==> src/rtl/instr_queue_if.sv <==
// Fetch-side and issue-side signals of the instruction queue.
// The queue itself connects through master; fetch/issue logic (or a bench) connects through slave.
interface instr_queue_if #(
  parameter int DEPTH = 8
) ();
  localparam int PTR_W = $clog2(DEPTH);

  logic             flush;
  logic             fetch_valid;
  logic             fetch_ready;
  logic [31:0]      fetch_instr;
  logic [31:0]      fetch_pc;
  logic [2:0]       fetch_pc_save;
  logic [31:0]      fetch_target_predict;
  logic             iq_assert;
  logic             iq_read;
  logic [4:0]       rd;
  logic [4:0]       r1_i;
  logic [4:0]       r2_i;
  logic [6:0]       opcode_i;
  logic [2:0]       funct3;
  logic [6:0]       funct7;
  logic [31:0]      src2_i;
  logic [31:0]      b_imm;
  logic [31:0]      j_imm;
  logic [31:0]      inst_pc;
  logic [31:0]      instruction_i;
  logic [2:0]       pc_save;
  logic [31:0]      target_predict_i;
  logic [PTR_W:0]   count;

  modport master (
    input  flush, fetch_valid, fetch_instr, fetch_pc, fetch_pc_save,
           fetch_target_predict, iq_read,
    output fetch_ready, iq_assert, rd, r1_i, r2_i, opcode_i, funct3, funct7,
           src2_i, b_imm, j_imm, inst_pc, instruction_i, pc_save,
           target_predict_i, count
  );

  modport slave (
    output flush, fetch_valid, fetch_instr, fetch_pc, fetch_pc_save,
           fetch_target_predict, iq_read,
    input  fetch_ready, iq_assert, rd, r1_i, r2_i, opcode_i, funct3, funct7,
           src2_i, b_imm, j_imm, inst_pc, instruction_i, pc_save,
           target_predict_i, count
  );
endinterface

==> src/rtl/instr_queue.sv <==
// In-order instruction queue feeding Tomasulo issue: buffers fetched instructions
// and presents the head entry decoded into register indices and immediates.
module instr_queue #(
  parameter int DEPTH = 8,
  parameter int PTR_W = $clog2(DEPTH)
) (
  input  logic          clk,
  input  logic          reset_n,
  instr_queue_if.master q
);

  localparam logic [6:0] OP_LUI   = 7'b0110111;
  localparam logic [6:0] OP_AUIPC = 7'b0010111;
  localparam logic [6:0] OP_JAL   = 7'b1101111;
  localparam logic [6:0] OP_JALR  = 7'b1100111;
  localparam logic [6:0] OP_BR    = 7'b1100011;
  localparam logic [6:0] OP_LOAD  = 7'b0000011;
  localparam logic [6:0] OP_STORE = 7'b0100011;
  localparam logic [6:0] OP_IMM   = 7'b0010011;
  localparam logic [6:0] OP_ACCEL = 7'b0001011;

  typedef struct packed {
    logic [31:0] instr;
    logic [31:0] pc;
    logic [2:0]  pc_save;
    logic [31:0] target;
  } entry_t;

  entry_t          mem_q [DEPTH];
  logic [PTR_W:0]  head_q, head_d;
  logic [PTR_W:0]  tail_q, tail_d;
  logic            empty, full, push, pop;
  entry_t          head_e;
  logic [31:0]     ins;
  logic [31:0]     i_imm, s_imm, u_imm, b_val, j_val;

  assign empty = (head_q == tail_q);
  assign full  = (head_q[PTR_W-1:0] == tail_q[PTR_W-1:0]) && (head_q[PTR_W] != tail_q[PTR_W]);

  // Full refuses the push even if a pop happens this cycle, so fetch_ready never depends on iq_read.
  assign push = q.fetch_valid && !full && !q.flush;
  assign pop  = q.iq_read && !empty && !q.flush;

  assign q.fetch_ready = !full;
  assign q.iq_assert   = !empty;
  assign q.count       = tail_q - head_q;

  always_comb begin
    head_d = head_q;
    tail_d = tail_q;
    if (q.flush) begin
      head_d = '0;
      tail_d = '0;
    end else begin
      if (push) tail_d = tail_q + 1'b1;
      if (pop)  head_d = head_q + 1'b1;
    end
  end

  always_ff @(posedge clk or negedge reset_n) begin
    if (!reset_n) begin
      head_q <= '0;
      tail_q <= '0;
    end else begin
      head_q <= head_d;
      tail_q <= tail_d;
    end
  end

  // Entry storage holds no reset; validity is tracked purely by the pointers.
  always_ff @(posedge clk) begin
    if (push) begin
      mem_q[tail_q[PTR_W-1:0]] <= '{instr:   q.fetch_instr,
                                   pc:      q.fetch_pc,
                                   pc_save: q.fetch_pc_save,
                                   target:  q.fetch_target_predict};
    end
  end

  assign head_e = mem_q[head_q[PTR_W-1:0]];
  assign ins    = head_e.instr;

  assign i_imm = {{20{ins[31]}}, ins[31:20]};
  assign s_imm = {{20{ins[31]}}, ins[31:25], ins[11:7]};
  assign u_imm = {ins[31:12], 12'b0};
  assign b_val = {{19{ins[31]}}, ins[31], ins[7], ins[30:25], ins[11:8], 1'b0};
  assign j_val = {{11{ins[31]}}, ins[31], ins[19:12], ins[20], ins[30:21], 1'b0};

  always_comb begin
    q.rd               = '0;
    q.r1_i             = '0;
    q.r2_i             = '0;
    q.opcode_i         = '0;
    q.funct3           = '0;
    q.funct7           = '0;
    q.src2_i           = '0;
    q.b_imm            = '0;
    q.j_imm            = '0;
    q.inst_pc          = '0;
    q.instruction_i    = '0;
    q.pc_save          = '0;
    q.target_predict_i = '0;
    if (!empty) begin
      q.opcode_i         = ins[6:0];
      q.funct3           = ins[14:12];
      q.funct7           = ins[31:25];
      q.b_imm            = b_val;
      q.j_imm            = j_val;
      q.inst_pc          = head_e.pc;
      q.instruction_i    = ins;
      q.pc_save          = head_e.pc_save;
      q.target_predict_i = head_e.target;
      q.rd               = ins[11:7];
      q.r1_i             = ins[19:15];
      case (ins[6:0])
        OP_IMM, OP_LOAD, OP_JALR: q.src2_i = i_imm;
        OP_ACCEL: begin
          q.src2_i = i_imm;
          q.r2_i   = ins[24:20];
        end
        OP_STORE: begin
          q.src2_i = s_imm;
          q.rd     = '0;
          q.r2_i   = ins[24:20];
        end
        OP_LUI, OP_AUIPC: begin
          q.src2_i = u_imm;
          q.r1_i   = '0;
        end
        OP_JAL: begin
          q.src2_i = j_val;
          q.r1_i   = '0;
        end
        OP_BR: begin
          q.src2_i = b_val;
          q.rd     = '0;
          q.r2_i   = ins[24:20];
        end
        // Register ops and unrecognised opcodes share the R-type field layout.
        default: q.r2_i = ins[24:20];
      endcase
    end
  end

endmodule

==> src/flat_wrapper.sv <==
// flat-port wrapper written by rule: the top's interface ports become plain ports
module instr_queue_flat 
#(
  parameter int DEPTH = 8,
  parameter int PTR_W = $clog2(DEPTH)
)
  (clk, reset_n, q_flush, q_fetch_valid, q_fetch_instr, q_fetch_pc, q_fetch_pc_save, q_fetch_target_predict, q_iq_read, q_fetch_ready, q_iq_assert, q_rd, q_r1_i, q_r2_i, q_opcode_i, q_funct3, q_funct7, q_src2_i, q_b_imm, q_j_imm, q_inst_pc, q_instruction_i, q_pc_save, q_target_predict_i, q_count);
  instr_queue_if #(.DEPTH(DEPTH)) q_i ();
  input  logic clk;
  input  logic reset_n;
  input wire logic [$bits(q_i.flush)-1:0] q_flush;
  input wire logic [$bits(q_i.fetch_valid)-1:0] q_fetch_valid;
  input wire logic [$bits(q_i.fetch_instr)-1:0] q_fetch_instr;
  input wire logic [$bits(q_i.fetch_pc)-1:0] q_fetch_pc;
  input wire logic [$bits(q_i.fetch_pc_save)-1:0] q_fetch_pc_save;
  input wire logic [$bits(q_i.fetch_target_predict)-1:0] q_fetch_target_predict;
  input wire logic [$bits(q_i.iq_read)-1:0] q_iq_read;
  output wire logic [$bits(q_i.fetch_ready)-1:0] q_fetch_ready;
  output wire logic [$bits(q_i.iq_assert)-1:0] q_iq_assert;
  output wire logic [$bits(q_i.rd)-1:0] q_rd;
  output wire logic [$bits(q_i.r1_i)-1:0] q_r1_i;
  output wire logic [$bits(q_i.r2_i)-1:0] q_r2_i;
  output wire logic [$bits(q_i.opcode_i)-1:0] q_opcode_i;
  output wire logic [$bits(q_i.funct3)-1:0] q_funct3;
  output wire logic [$bits(q_i.funct7)-1:0] q_funct7;
  output wire logic [$bits(q_i.src2_i)-1:0] q_src2_i;
  output wire logic [$bits(q_i.b_imm)-1:0] q_b_imm;
  output wire logic [$bits(q_i.j_imm)-1:0] q_j_imm;
  output wire logic [$bits(q_i.inst_pc)-1:0] q_inst_pc;
  output wire logic [$bits(q_i.instruction_i)-1:0] q_instruction_i;
  output wire logic [$bits(q_i.pc_save)-1:0] q_pc_save;
  output wire logic [$bits(q_i.target_predict_i)-1:0] q_target_predict_i;
  output wire logic [$bits(q_i.count)-1:0] q_count;
  assign q_i.flush = q_flush;
  assign q_i.fetch_valid = q_fetch_valid;
  assign q_i.fetch_instr = q_fetch_instr;
  assign q_i.fetch_pc = q_fetch_pc;
  assign q_i.fetch_pc_save = q_fetch_pc_save;
  assign q_i.fetch_target_predict = q_fetch_target_predict;
  assign q_i.iq_read = q_iq_read;
  assign q_fetch_ready = q_i.fetch_ready;
  assign q_iq_assert = q_i.iq_assert;
  assign q_rd = q_i.rd;
  assign q_r1_i = q_i.r1_i;
  assign q_r2_i = q_i.r2_i;
  assign q_opcode_i = q_i.opcode_i;
  assign q_funct3 = q_i.funct3;
  assign q_funct7 = q_i.funct7;
  assign q_src2_i = q_i.src2_i;
  assign q_b_imm = q_i.b_imm;
  assign q_j_imm = q_i.j_imm;
  assign q_inst_pc = q_i.inst_pc;
  assign q_instruction_i = q_i.instruction_i;
  assign q_pc_save = q_i.pc_save;
  assign q_target_predict_i = q_i.target_predict_i;
  assign q_count = q_i.count;
  instr_queue #(.DEPTH(DEPTH), .PTR_W(PTR_W)) u_core (.clk(clk), .reset_n(reset_n), .q(q_i));
endmodule
==> config.mk <==
export PLATFORM = sky130hd
export DESIGN_NAME = instr_queue_flat
export DESIGN_NICKNAME = d
export VERILOG_FILES = /design/src/rtl/instr_queue_if.sv /design/src/rtl/instr_queue.sv /design/src/flat_wrapper.sv
export SDC_FILE = /design/constraint.sdc
export NUM_CORES = 1
export LEC_CHECK = 0
export CORE_ASPECT_RATIO = 1.1
export CORE_UTILIZATION = 45
export DETAILED_ROUTE_END_ITERATION = 12
export PLACE_DENSITY = 0.66
export RECOVER_POWER = 100
export SLEW_MARGIN = 20
export SYNTH_ARGS = -nofsm -noshare
export SYNTH_HDL_FRONTEND = slang
export SYNTH_SLANG_ARGS = --single-unit
==> constraint.sdc <==
create_clock -name clk -period 24 [get_ports clk]
set_clock_uncertainty 0.15 [all_clocks]
set_input_delay 2.4 -clock clk [delete_from_list [all_inputs] [get_ports clk]]
set_output_delay 2.4 -clock clk [all_outputs]
set_load 0.01 [all_outputs]
==> metrics.txt <==
Post-Synthesis Cells=1,617; total CTS buffers=79; GR Overflow Total=0; Req. time, crit path=21,450 ps; Seq cells post-synth=800; pwr dens=90.6 mW/mm2; Clock power frac=0.337; H-tree levels=3; leading cell type by number of instances after synthesis=edfxtp_1; Lkg Pwr=12.5 nW; Tmin final=13,950 ps; TritonCTS Sinks=800; post-CTS sizing=0; Synth top cells by count=edfxtp_1, mux4_2, nand2_1, a21oi_1, buf_4; antenna violations before repair=24; final setup vio count=0; vias in the first global route=16,600; layout cells sized above 1=0.167; cell family with most CP delay=buffers and inverters; Reg2Reg Setup Slack=10,660 ps; CTS root buf=clkbuf_16; outcome=complete, but fails checks; critical path cell sequence=clkinvlp_2 -> clkbuf_1 -> ha_1 -> nand3_1 -> nor2_1 -> clkbuf_1 -> a21oi_1 -> dlygate4sd3_1; Synth Cell Area=0.0317 mm2; TritonCTS clock tree=built; Reg area=0.0240 mm2; Yosys top cell by area=edfxtp_1; fin cells=2,900; Worst Setup SP=u_core.head_q[2]$_DFFE_PN0P_; worst hold path class=flop to flop; RR Startpoint=u_core.head_q[2]$_DFFE_PN0P_; Hold Startpoint=u_core.head_q[3]$_DFFE_PN0P_; Die Footprint=0.0716 mm2; GRT Overall Usage=0.203; unrepaired setup endpoints after global routing=no; CP Launch Type=flop; Initial DRC Count=1,105; slew margin rel.=-1.85; combinational family with the most area after synthesis=multiplexers; warnings from Yosys=0; unique cell type count in the Yosys netlist=44; Fmax=71.7 MHz; # rows=101; synthesis-to-layout area growth=19.6%; die width=255 um; Ports=337; crit end category=output port; Multi-input gate area=0.00679 mm2; Post-Synth XOR/XNOR Area=0.00248; fin crit share=0.581; max incr delay on CP=2970 ps; simple-gate share of the synthesized area=0.0359; postcts setup bufs=0; Worst Path Class, Setup=flop to output port; Pre-Repair DR Iteration Count=6; post-synthesis adder-cell area fraction=0.00260; hold-fix buffers at CTS=0; clk_lat worst skew=610 ps; average cell area after synthesis=19.6 um2; Longest Clk Path Bufs=3; sequential share of power=0.458; Main synth FF type=edfxtp_1; clock-pin slew on the worst setup and hold paths=70 ps; initial core utilization=0.457; total negative slack=0 ps; Post-synth ARST share=0.0100; dpl cells=2,746; P_int=2.55 mW; EDFF count, synth=792; switching share of power=0.257; Core Box Area=0.0694 mm2; routed via count=16,000; worst slew pin tran=4280 ps; Routed WL per cell=24.6 um; Routability Congestion=0.774; Psw=0.885 mW; hold_ws=424 ps; largest cells by area after synthesis=edfxtp_1, mux4_2, buf_4; multiplexer area fraction after synthesis=0.151; final WL=71,400 um; Post-route DRC=0; VDD IR max=0.0622 mV; CP max-delay cell=clkbuf_1; Filler cells=5,300; most numerous cell on the critical path=clkbuf_1; Gate power share=0.205; post-synthesis sequential area ratio=0.756; Slew Viols, Final=1,003; Critical Path AT=11,400 ps; Final Core Density=0.547; DP Wirelength=39,800 um; Final Hold Viols=0; remaining antenna violation count=0; Bufs and invs on worst path=4; Synth top area share=0.750; maxcap violations=23; vias per inst=5.53; Worst Path Max Fanout=62; Compound-Gate Fraction of Synth Area=0.0198; final net count=2,010; violations in the final reports=capacitance limit, slew limit; Port Buffer Count=334; largest net degree at the start of global routing=94; Die H=280 um; first-pass GRT wire length=106,000 um
-- power by group through the flow --
stage / combinational (mW) / clock [mW] / sequential [mW]
after global placement: 0.757 / 0 / 1.60
after floorplan: 0.462 / 0 / 1.60
after detailed placement: 0.760 / 0 / 1.60
after CTS: 0.763 / 1.19 / 1.57
final: 0.706 / 1.16 / 1.57
after global routing: 0.770 / 1.23 / 1.58
-- sequential cells by signal, summed over array words and instances (netlist names) --
signal / cells
u_core.mem_q: 792
u_core.tail_q: 4
u_core.head_q: 4
-- per-layer routing --
metal	GRT usage	up-vias	part of all wire
met5	0	-	0.0012
met4	0.0722	14	0.029
met3	0.0414	137	0.060
met2	0.346	595	0.51
met1	0.257	8351	0.40
li1	-	6941	-
-- worst register-to-register path, cell delays in order, from the launching register on --
cell and delay (ps):
dfrtp_1 1460, clkinvlp_2 1460, clkbuf_1 1450, ha_1 920, nand3_1 130, nand2b_1 180
nand2_1 160, nor2_1 160, nand2_1 220, nor2_1 1940, clkbuf_1 2260, clkbuf_1 2370
-- worst paths after layout --
| kind | endpoint | cells past startpoint |
|---|---|---|
| hold reg to reg | u_core.head_q[3]$_DFFE_PN0P_ | 2 |
| min in group asynchronous | u_core.head_q[3]$_DFFE_PN0P_ | 1 |
| setup reg to reg | u_core.mem_q[7][84]$_DFFE_PP_ | 11 |
| setup / recovery | q_inst_pc[12] | 8 |
| hold / removal | u_core.head_q[3]$_DFFE_PN0P_ | 2 |
| max in group asynchronous | u_core.head_q[1]$_DFFE_PN0P_ | 1 |
-- through the flow --
stage	total power, mW	setup slack, ps	cell area (um2)
finish	3.44	10050	37900
global route	3.58	9260	37900
CTS	3.52	15920	38000
detailed placement	2.36	16590	35600
global placement	2.36	16640	35600
floorplan	2.06	13650	31700
-- placed cells by master (no fill, tap or decap), types with 2 or more instances in the layout --
cell	count
o21ai_0	5
nor2_1	68
xor2_1	5
nand2b_1	17
buf_4	8
a21oi_1	93
mux2i_1	28
xnor2_1	4
dlygate4sd3_1	323
dfrtp_1	7
mux4_2	198
clkinvlp_4	4
o211ai_1	2
conb_1	2
clkbuf_16	79
clkinv_1	20
diode_2	12
inv_1	13
nand3_1	4
edfxtp_1	792
and2_1	4
clkbuf_1	38
nor4_1	2
bufinv_16	4
inv_6	3
a22oi_1	5
nor2_4	4
ha_1	5
clkinv_2	9
clkinv_4	2
nor3_1	9
clkdlybuf4s50_1	11
nand2_1	164
mux2_2	3
-- kinds of logic after synthesis --
family                     after synthesis
muxes                                  231
AOI/OAI and AO/OA                      115
xor gates and xnor gates                 9
and+or+nand+nor                        278
adders and majority gates                6
DFF                                    800
buffers and inverters                  177
other                                    1
-- final cells by class --
type                    count  area share
flip-flops and latches    800       0.632
multi-input cells         641       0.179
repair buffers            363      0.0922
clock buffers              97      0.0539
well taps                 927      0.0306
clock inverters            45      0.0100
inverters                  15     0.00152
diodes                     12    0.000791
Note: power is estimated with default switching activity, not from simulation.
